==> src/rtl/tap_ctrl.sv <==
// rtl/tap_ctrl.sv - IEEE 1149.1-style TAP controller, instruction register and TDO mux
module tap_ctrl #(
    parameter int              IR_W       = 4,
    parameter logic [IR_W-1:0] IR_CAPTURE = 4'b0101,
    parameter logic [IR_W-1:0] IDCODE_OP  = 4'h1
) (
    input  logic       TCK,
    input  logic       TRST,
    input  logic       TMS,
    input  logic       TDI,
    input  logic       ID_REG_TDO,
    input  logic       BSR_TDO,
    input  logic       USERCODE_REG_TDO,
    output logic       CAPTUREDR,
    output logic       SHIFTDR,
    output logic       UPDATEDR,
    output logic       IDCODE_SELECT,
    output logic       SAMPLE_SELECT,
    output logic       EXTEST_SELECT,
    output logic       INTEST_SELECT,
    output logic       USERCODE_SELECT,
    output logic       RUNBIST_SELECT,
    output logic       GETTEST_SELECT,
    output logic       SETSTATE_SELECT,
    output logic       RUN_IDLE,
    output logic [3:0] TAP_STATE,
    output logic       TDO,
    output logic       TDO_EN
);

    typedef enum logic [3:0] {
        TLR     = 4'd0,
        RTI     = 4'd1,
        SEL_DR  = 4'd2,
        CAP_DR  = 4'd3,
        SH_DR   = 4'd4,
        EX1_DR  = 4'd5,
        PAU_DR  = 4'd6,
        EX2_DR  = 4'd7,
        UPD_DR  = 4'd8,
        SEL_IR  = 4'd9,
        CAP_IR  = 4'd10,
        SH_IR   = 4'd11,
        EX1_IR  = 4'd12,
        PAU_IR  = 4'd13,
        EX2_IR  = 4'd14,
        UPD_IR  = 4'd15
    } tap_state_t;

    tap_state_t      state;
    tap_state_t      state_nxt;
    logic [IR_W-1:0] ir;
    logic [IR_W-1:0] ir_sh;
    logic            byp;
    logic [7:0]      sel;
    logic [7:0]      ir_dec;
    logic            dr_tdo;
    logic            unused_usercode;

    // USERCODE data arrives on BSR_TDO, so this pin is deliberately left unconnected.
    assign unused_usercode = USERCODE_REG_TDO;

    always_ff @(posedge TCK or negedge TRST) begin
        if (!TRST) begin
            state <= TLR;
        end else begin
            state <= state_nxt;
        end
    end

    always_comb begin
        state_nxt = state;
        case (state)
            TLR:     state_nxt = TMS ? TLR    : RTI;
            RTI:     state_nxt = TMS ? SEL_DR : RTI;
            SEL_DR:  state_nxt = TMS ? SEL_IR : CAP_DR;
            CAP_DR:  state_nxt = TMS ? EX1_DR : SH_DR;
            SH_DR:   state_nxt = TMS ? EX1_DR : SH_DR;
            EX1_DR:  state_nxt = TMS ? UPD_DR : PAU_DR;
            PAU_DR:  state_nxt = TMS ? EX2_DR : PAU_DR;
            EX2_DR:  state_nxt = TMS ? UPD_DR : SH_DR;
            UPD_DR:  state_nxt = TMS ? SEL_DR : RTI;
            SEL_IR:  state_nxt = TMS ? TLR    : CAP_IR;
            CAP_IR:  state_nxt = TMS ? EX1_IR : SH_IR;
            SH_IR:   state_nxt = TMS ? EX1_IR : SH_IR;
            EX1_IR:  state_nxt = TMS ? UPD_IR : PAU_IR;
            PAU_IR:  state_nxt = TMS ? EX2_IR : PAU_IR;
            EX2_IR:  state_nxt = TMS ? UPD_IR : SH_IR;
            UPD_IR:  state_nxt = TMS ? SEL_DR : RTI;
            default: state_nxt = TLR;
        endcase
    end

    always_comb begin
        CAPTUREDR = 1'b0;
        SHIFTDR   = 1'b0;
        UPDATEDR  = 1'b0;
        RUN_IDLE  = 1'b0;
        case (state)
            CAP_DR:  CAPTUREDR = 1'b1;
            SH_DR:   SHIFTDR   = 1'b1;
            UPD_DR:  UPDATEDR  = 1'b1;
            RTI:     RUN_IDLE  = 1'b1;
            default: ;
        endcase
    end

    assign TAP_STATE = state;

    // Capture, shift and update all act on the posedge that leaves the state.
    always_ff @(posedge TCK or negedge TRST) begin
        if (!TRST) begin
            ir    <= IDCODE_OP;
            ir_sh <= '0;
            byp   <= 1'b0;
        end else begin
            if (state == CAP_IR) begin
                ir_sh <= IR_CAPTURE;
            end else if (state == SH_IR) begin
                ir_sh <= {TDI, ir_sh[IR_W-1:1]};
            end

            if (state == TLR) begin
                ir <= IDCODE_OP;
            end else if (state == UPD_IR) begin
                ir <= ir_sh;
            end

            if (state == CAP_DR) begin
                byp <= 1'b0;
            end else if (state == SH_DR) begin
                byp <= TDI;
            end
        end
    end

    // Opcodes 0..7 map to one select each; everything above is BYPASS.
    always_comb begin
        ir_dec = '0;
        if (ir[IR_W-1:3] == '0) begin
            ir_dec[ir[2:0]] = 1'b1;
        end
    end

    always_ff @(posedge TCK or negedge TRST) begin
        if (!TRST) begin
            sel <= 8'b0000_0010;
        end else begin
            sel <= ir_dec;
        end
    end

    assign EXTEST_SELECT   = sel[0];
    assign IDCODE_SELECT   = sel[1];
    assign SAMPLE_SELECT   = sel[2];
    assign INTEST_SELECT   = sel[3];
    assign USERCODE_SELECT = sel[4];
    assign RUNBIST_SELECT  = sel[5];
    assign GETTEST_SELECT  = sel[6];
    assign SETSTATE_SELECT = sel[7];

    always_comb begin
        if (sel[1]) begin
            dr_tdo = ID_REG_TDO;
        end else if (|sel) begin
            dr_tdo = BSR_TDO;
        end else begin
            dr_tdo = byp;
        end
    end

    // TDO changes on the falling edge so the target samples it cleanly on the next rise.
    always_ff @(negedge TCK or negedge TRST) begin
        if (!TRST) begin
            TDO    <= 1'b0;
            TDO_EN <= 1'b0;
        end else begin
            TDO_EN <= (state == SH_IR) || (state == SH_DR);
            if (state == SH_IR) begin
                TDO <= ir_sh[0];
            end else if (state == SH_DR) begin
                TDO <= dr_tdo;
            end
        end
    end

endmodule
==> config.mk <==
export PLATFORM = sky130hd
export DESIGN_NAME = tap_ctrl
export DESIGN_NICKNAME = d
export VERILOG_FILES = /design/src/rtl/tap_ctrl.sv
export SDC_FILE = /design/constraint.sdc
export NUM_CORES = 1
export LEC_CHECK = 0
export ABC_AREA = 1
export BUFFER_PORTS_ARGS = -buffer_cell sky130_fd_sc_hd__buf_4
export CAP_MARGIN = 20
export CORE_UTILIZATION = 35
export CTS_BUF_LIST = sky130_fd_sc_hd__clkbuf_16
export CTS_CLUSTER_SIZE = 30
export DETAILED_ROUTE_END_ITERATION = 7
export GPL_ROUTABILITY_DRIVEN = 1
export PLACE_DENSITY = 0.68
export SKIP_CTS_REPAIR_TIMING = 1
export SYNTH_ARGS = -nofsm -noshare
export SYNTH_HDL_FRONTEND = slang
export SYNTH_SLANG_ARGS = --single-unit
==> constraint.sdc <==
create_clock -name TCK -period 1.54 [get_ports TCK]
set_input_delay 0.077 -clock TCK [delete_from_list [all_inputs] [get_ports TCK]]
set_output_delay 0.077 -clock TCK [all_outputs]
set_load 0.01 [all_outputs]
==> results of run 1 <==
-- worst max-delay path by stage --
stage / startpoint / endpoint / slack (ns) / cells after the start
6_report: TAP_STATE[2] / TDO / -0.28 / 8
5_1_grt: sel[1] / TDO / -0.37 / 7
4_1_cts: sel[1] / TDO / -0.29 / 7
3_5_place_dp: sel[1] / TDO / -0.31 / 7
3_3_place_gp: TAP_STATE[2] / TDO / -0.28 / 8
2_1_floorplan: TAP_STATE[0] / TDO / -0.35 / 8
-- synthesized netlist by cell type, drive strengths merged --
| master | count |
|---|---|
| a21oi | 3 |
| a22oi | 2 |
| a31oi | 1 |
| buf | 1 |
| dfrtn | 2 |
| dfrtp | 19 |
| dfstp | 2 |
| inv | 26 |
| nand2 | 30 |
| nand3 | 9 |
| nand3b | 1 |
| nand4 | 1 |
| nor2 | 24 |
| nor3 | 1 |
| o21ai | 10 |
| o22ai | 5 |
-- sequential cells by signal, indices dropped and copies added, names as in the netlist --
name and flops:
TAP_STATE 4, TDO_EN 1, ir 4, byp 1, sel 8, ir_sh 4
TDO 1
-- cells by family (layout without fill, tap and decap cells) --
| group | Yosys count | in the layout | synth area share (%) |
|---|---|---|---|
| AO/OA/AOI/OAI | 21 | 21 | 10.78 |
| flip-flops | 23 | 23 | 52.98 |
| AND/OR/NAND/NOR | 66 | 66 | 26.26 |
| buffers and inverters | 27 | 73 | 9.977 |
-- critical path: stages (launching register included) --
cell	delay (ns)
dfrtp_1	0.38
inv_2	0.10
nand2_4	0.06
nor2_4	0.11
inv_2	0.06
nand3_1	0.07
o21ai_1	0.06
inv_1	0.05
nand2_1	0.04
-- metrics by stage --
| stage | std cells | setup TNS (ns) |
|---|---|---|
| floorplan | 137 | -0.5115 |
| global placement | 204 | -0.4294 |
| detailed placement | 204 | -0.4588 |
| CTS | 208 | -0.6542 |
| global route | 214 | -0.8765 |
| finish | 214 | -0.6786 |
-- area by class of cell --
class | instances | area [µm²] | area share [%]
Multi-Input combinational cell | 87 | 434.2 | 27.78
Sequential cell | 23 | 580.6 | 37.15
Clock inverter | 1 | 3.754 | 0.2402
Clock buffer | 3 | 75.07 | 4.804
Timing Repair Buffer | 43 | 332.8 | 21.30
Tap cell | 31 | 38.79 | 2.482
Inverter | 26 | 97.59 | 6.245
-- metal layers --
metal  global-route usage [%]  vias up  part of all wire [%]
li1                         -      524                     -
met1                    19.94      476                    43
met2                    28.41       35                    49
met3                    3.348        6                   5.2
met4                    8.163        0                   2.2
met5                        0        -                     0
-- power groups by stage --
stage	Clock, mW	Sequential (mW)	Combinational [mW]
floorplan	0	0.913	0.633
global placement	0	0.882	1.14
detailed placement	0	0.888	1.17
CTS	0.568	0.878	1.17
global route	0.593	0.902	1.42
finish	0.550	0.882	1.28
==> metrics.md, run 1 <==
| Metric | Value |
|---|---|
| Reg2Reg Launch Point | `TAP_STATE[2]` |
| Chip Height | `between 50 and 60 µm` |
| Crit. End Element | `register` |
| Seq pwr share | `32.5%` |
| CTS max path bufs | `2` |
| Status | `finished with violations` |
| Worst setup SP type | `register` |
| Synth warn | `0` |
| Cell area after synthesis | `roughly 1100 µm²` |
| Pwr Density | `~1700 nW/µm²` |
| Routed WL | `~2.5 mm` |
| Drt pass-1 iters | `6` |
| Hold WS | `between 0.08 and 0.09 ns` |
| Starting DRT DRC Count | `28` |
| Synthesized area per cell | `about 8.0 µm²` |
| Worst hold path cell count | `3` |
| Largest net degree at the start of global routing | `24` |
| Internal power | `approximately 1.7 mW` |
| Total power | `2.712 mW` |
| Total Die Area | `3344 µm²` |
| Ant diodes | `0` |
| Hold Path Sink | `TAP_STATE[3]` |
| First-pass GRT wire length | `roughly 4.1 mm` |
| Req. time, crit path | `about 0.9 ns` |
| Final worst slack | `-0.2819 ns` |
| Reg2Reg Depth | `8` |
| #FFs+latches synth | `23` |
| Most common cell after layout, fill and taps aside | `buf_4` |
| CTS tree | `yes` |
| Top-area cell type share of the netlist area | `43.58%` |
| Port Buffers | `23` |
| Final-layout fill cell count | `between 200 and 300` |
| H-Tree Depth | `1` |
| Clk_lat worst skew | `0.28 ns` |
| RSZ-0062 raised after global routing | `true` |
| R2r setup slk | `-0.28 ns` |
| Clock skew | `~0.033 ns` |
| Pre-CTS setup slack | `-0.3085 ns` |
| Total global-route track usage | `between 10% and 20%` |
| Failing checks | `design-rule violations, negative setup slack` |
| Part of the power in combinational logic | `a little under half` |
| Routed length per instance | `11.58 µm` |
| Final Core Density | `a little over half` |
| Worst vdd ir | `~0.00075 V` |
| Finish-stage setup viols | `4` |
| CTS Root Cell | `clkbuf_16` |
| Clock power frac | `about a fifth` |
| Dpl hpwl | `slightly below 2 mm` |
| Switching portion of total power | `approximately 36%` |
| Layout net count | `approximately 190` |
| Sequential area share after synthesis | `a little over half` |
| WP data arrival | `approximately 1.2 ns` |
| Max_slew headroom | `between 80% and 90%` |
| Vias post-DR | `between 1000 and 1500` |
| Final GP Congestion | `between 0.8 and 0.9` |
| Crit Path Category | `reg -> reg` |
| Final instance area | `between 1500 and 2000 µm²` |
| Core area | `2853 µm²` |
| Hold Crit Start | `TMS` |
| Lkg Pwr | `approximately 0.88 nW` |
| DRC violations left | `2` |
| Layout cell share with drive strength beyond 1 | `33.33%` |
| Total grt overflow | `0` |
| Vias in the first global route | `about 950` |
| Most frequent cells in the layout | `buf_4, inv_1, nand2_1, nor2_1, dfrtp_1` |
| Critical R2R Capture | `TDO` |
| Number of buffers created by CTS | `3` |
| Die Wd | `57.83 µm` |
| Vias per cell | `between 4 and 5` |
| Hold Fails Final Rpt | `0` |
| Post-route ant nets | `0` |
| Row cnt | `19` |
| Max-slew violations | `0` |
| Initial antenna violation count | `0` |
| Post-synth top area cell | `dfrtp_1` |
| Slew @ Worst Pin | `about 0.29 ns` |
| Cells after Synth | `roughly 140` |
| Post-Syn Nets | `144` |
| Worst hold path class | `in -> reg` |
| DP Area | `between 1000 and 1500 µm²` |
| Clock tree sinks | `23` |
| Largest cells by area after synthesis | `dfrtp_1, nand2_1, inv_1` |
| Reg clk slew, reported paths | `0.06 ns` |
| Max-Cap Viols | `0` |
| Unique cell type count in the Yosys netlist | `19` |
| CP Max Fanout | `4` |
| Area growth from synthesis to layout | `43.23%` |
| Ports | `25` |
| Initial Util | `a little under two fifths` |
| Sw power | `just under 1 mW` |
Note: power is estimated with default switching activity, not from simulation.
==> inputs of run 2 (changes only) <==
Settings changed: BUFFER_PORTS_ARGS -buffer_cell sky130_fd_sc_hd__buf_4 to -buffer_cell sky130_fd_sc_hd__buf_2, CORE_ASPECT_RATIO from default to 1.4.
==> metrics.md, run 2 (synthesized netlist as in run 1, its figures left out) <==
| Metric | Value |
|---|---|
| M1 GR Usage | `16.85% (was 19.94%)` |
| Biggest register | `sel (unchanged)` |
| Worst hold path cell count | `3 (unchanged)` |
| Area growth from synthesis to layout | `38.99% (was 43.23%)` |
| Crit Path Category | `reg -> reg (unchanged)` |
| CTS max path bufs | `2 (unchanged)` |
| Failing checks | `negative setup slack (was design-rule violations, negative setup slack)` |
| WP data arrival | `1.23 ns (was 1.19 ns)` |
| Crit. End Element | `register (unchanged)` |
| Pwr Density | `1758 nW/µm² (was 1735 nW/µm²)` |
| Most common cell after layout, fill and taps aside | `nand2_1 (was buf_4)` |
| Met3 Use GR | `1.333% (was 3.348%)` |
| Clock skew | `0.02944 ns (was 0.03308 ns)` |
| Dpl hpwl | `2.002 mm (was 1.949 mm)` |
| Req. time, crit path | `0.91 ns (about the same)` |
| CTS Root Cell | `clkbuf_16 (unchanged)` |
| Layout net count | `190 (was 191)` |
| Hold Fails Final Rpt | `0 (unchanged)` |
| Hold Crit Start | `TDI (was TMS)` |
| Ports | `25 (unchanged)` |
| Reg2Reg Launch Point | `sel[2] (was TAP_STATE[2])` |
| First-pass GRT wire length | `4.181 mm (was 4.091 mm)` |
| Worst hold path class | `in -> reg (unchanged)` |
| Port Buffers | `23 (unchanged)` |
| Initial Util | `37.54% (was 38.25%)` |
| Starting DRT DRC Count | `40 (was 28)` |
| Reg2Reg Depth | `6 (was 8)` |
| Drt pass-1 iters | `4 (was 6)` |
| Largest net degree at the start of global routing | `18 (was 24)` |
| Core area | `2907 µm² (was 2853 µm²)` |
| Vias post-DR | `1072 (was 1041)` |
| Post-route ant nets | `0 (unchanged)` |
| Post-route setup TNS | `-0.6243 ns (was -0.6786 ns)` |
| Worst setup SP type | `register (unchanged)` |
| Number of buffers created by CTS | `3 (unchanged)` |
| RSZ-0062 raised after global routing | `true (unchanged)` |
| Busiest grt layer | `met2 (unchanged)` |
| Max-Cap Viols | `0 (unchanged)` |
| Finish-stage setup viols | `4 (unchanged)` |
| Most frequent cells in the layout | `nand2_1, inv_1, buf_2 (was buf_4, inv_1, nand2_1, nor2_1, dfrtp_1)` |
| Status | `finished with violations (unchanged)` |
| Worst vdd ir | `0.0009368 V (was 0.0007538 V)` |
| Hold WS | `0.08696 ns (was 0.08355 ns)` |
| H-Tree Depth | `1 (unchanged)` |
| Layout cell share with drive strength beyond 1 | `35.71% (was 33.33%)` |
| Initial antenna violation count | `0 (unchanged)` |
| Row cnt | `23 (was 19)` |
| Die Wd | `49.19 µm (was 57.83 µm)` |
| Routed length per instance | `12.52 µm (was 11.58 µm)` |
| Max-slew violations | `0 (unchanged)` |
| Chip Height | `68.06 µm (was 57.83 µm)` |
| Vias per cell | `4.895 (was 4.864)` |
| Vias in the first global route | `1048 (was 948)` |
| Ant diodes | `0 (unchanged)` |
| Total Die Area | `3348 µm² (was 3344 µm²)` |
| Max reg flops | `8 (unchanged)` |
| Total grt overflow | `0 (unchanged)` |
| CTS tree | `yes (unchanged)` |
| Slew @ Worst Pin | `0.2453 ns (was 0.2931 ns)` |
| Total global-route track usage | `16.41% (was 16.63%)` |
| Crit path from | `sel[2] (was TAP_STATE[2])` |
| Final GP Congestion | `0.8841 (was 0.8981)` |
| Pre-CTS setup slack | `-0.3670 ns (was -0.3085 ns)` |
| CP Max Fanout | `2 (was 4)` |
| Max_slew headroom | `83.52% (was 80.46%)` |
| Clock tree sinks | `23 (unchanged)` |
| Reg clk slew, reported paths | `0.06 ns (about the same)` |
| Clk_lat worst skew | `0.28 ns (about the same)` |
| Cell count after placement | `211 (was 204)` |
| Met2 Usage GRT | `34.08% (was 28.41%)` |
| Fin cells | `219 (was 214)` |
| DRC violations left | `0 (was 2)` |
| Routed WL | `2.742 mm (was 2.478 mm)` |
| Lkg Pwr | `0.8682 nW (was 0.8794 nW)` |
| Final worst slack | `-0.3213 ns (was -0.2819 ns)` |
run 2: cell types whose count changed in the layout (fill, tap and decap cells not counted), moves of 2 or more:
cell    before  now
buf_4       40   17
nor2_2       2    4
nor2_1      19   17
buf_2        0   23
run 2: metrics by stage:
| stage | util, % | power (mW) | cell area [µm²] |
|---|---|---|---|
| 2_1_floorplan | - | 1.546 | 1109 |
| 3_3_place_gp | 47.18 | 1.957 | 1371 |
| 3_5_place_dp | 47.18 | 1.987 | 1371 |
| 4_1_cts | 49.94 | 2.547 | 1451 |
| 5_1_grt | 52.17 | 2.832 | 1516 |
| 6_report | 52.17 | 2.665 | 1516 |
run 2: worst paths after layout:
kind,to,slack (ns)
max,TDO,-0.32
min in group asynchronous,ir_sh[3],0.19
min reg2reg,ir[0],0.52
max in group asynchronous,TDO_EN,0.53
min,ir_sh[3],0.09
max reg2reg,TDO,-0.32
run 2: final cells by class:
type                    count  area, µm²
clock buffers               3      75.07
well taps                  37      46.29
repair buffers             42      264.0
fillers                   294       1390
flip-flops and latches     23      580.6
clock inverters             1      5.005
inverters                  26      97.59
multi-input cells          87      447.9
run 2: power breakdown:
group / internal (mW) / leakage [nW] / total, mW / switching [mW]
Clock: 0.349 / 0.0409 / 0.564 / 0.215
Combinational: 0.525 / 0.532 / 1.22 / 0.692
Sequential: 0.773 / 0.296 / 0.885 / 0.112
Total: 1.65 / 0.868 / 2.67 / 1.02
run 2: per-layer routing:
metal | wire [µm] | vias up | share of wire [%]
li1 | - | 521 | -
met1 | 1054 | 513 | 38
met2 | 1549 | 33 | 56
met3 | 102 | 5 | 3.7
met4 | 36 | 0 | 1.3
met5 | 0 | - | 0
run 2: critical path, stage by stage (launching register included):
cell     delay [ns]
dfrtp_1        0.39
nor2_2         0.13
nand2_2        0.08
o21ai_2        0.17
nand3_2        0.09
nand2_1        0.07
nand2_1        0.04
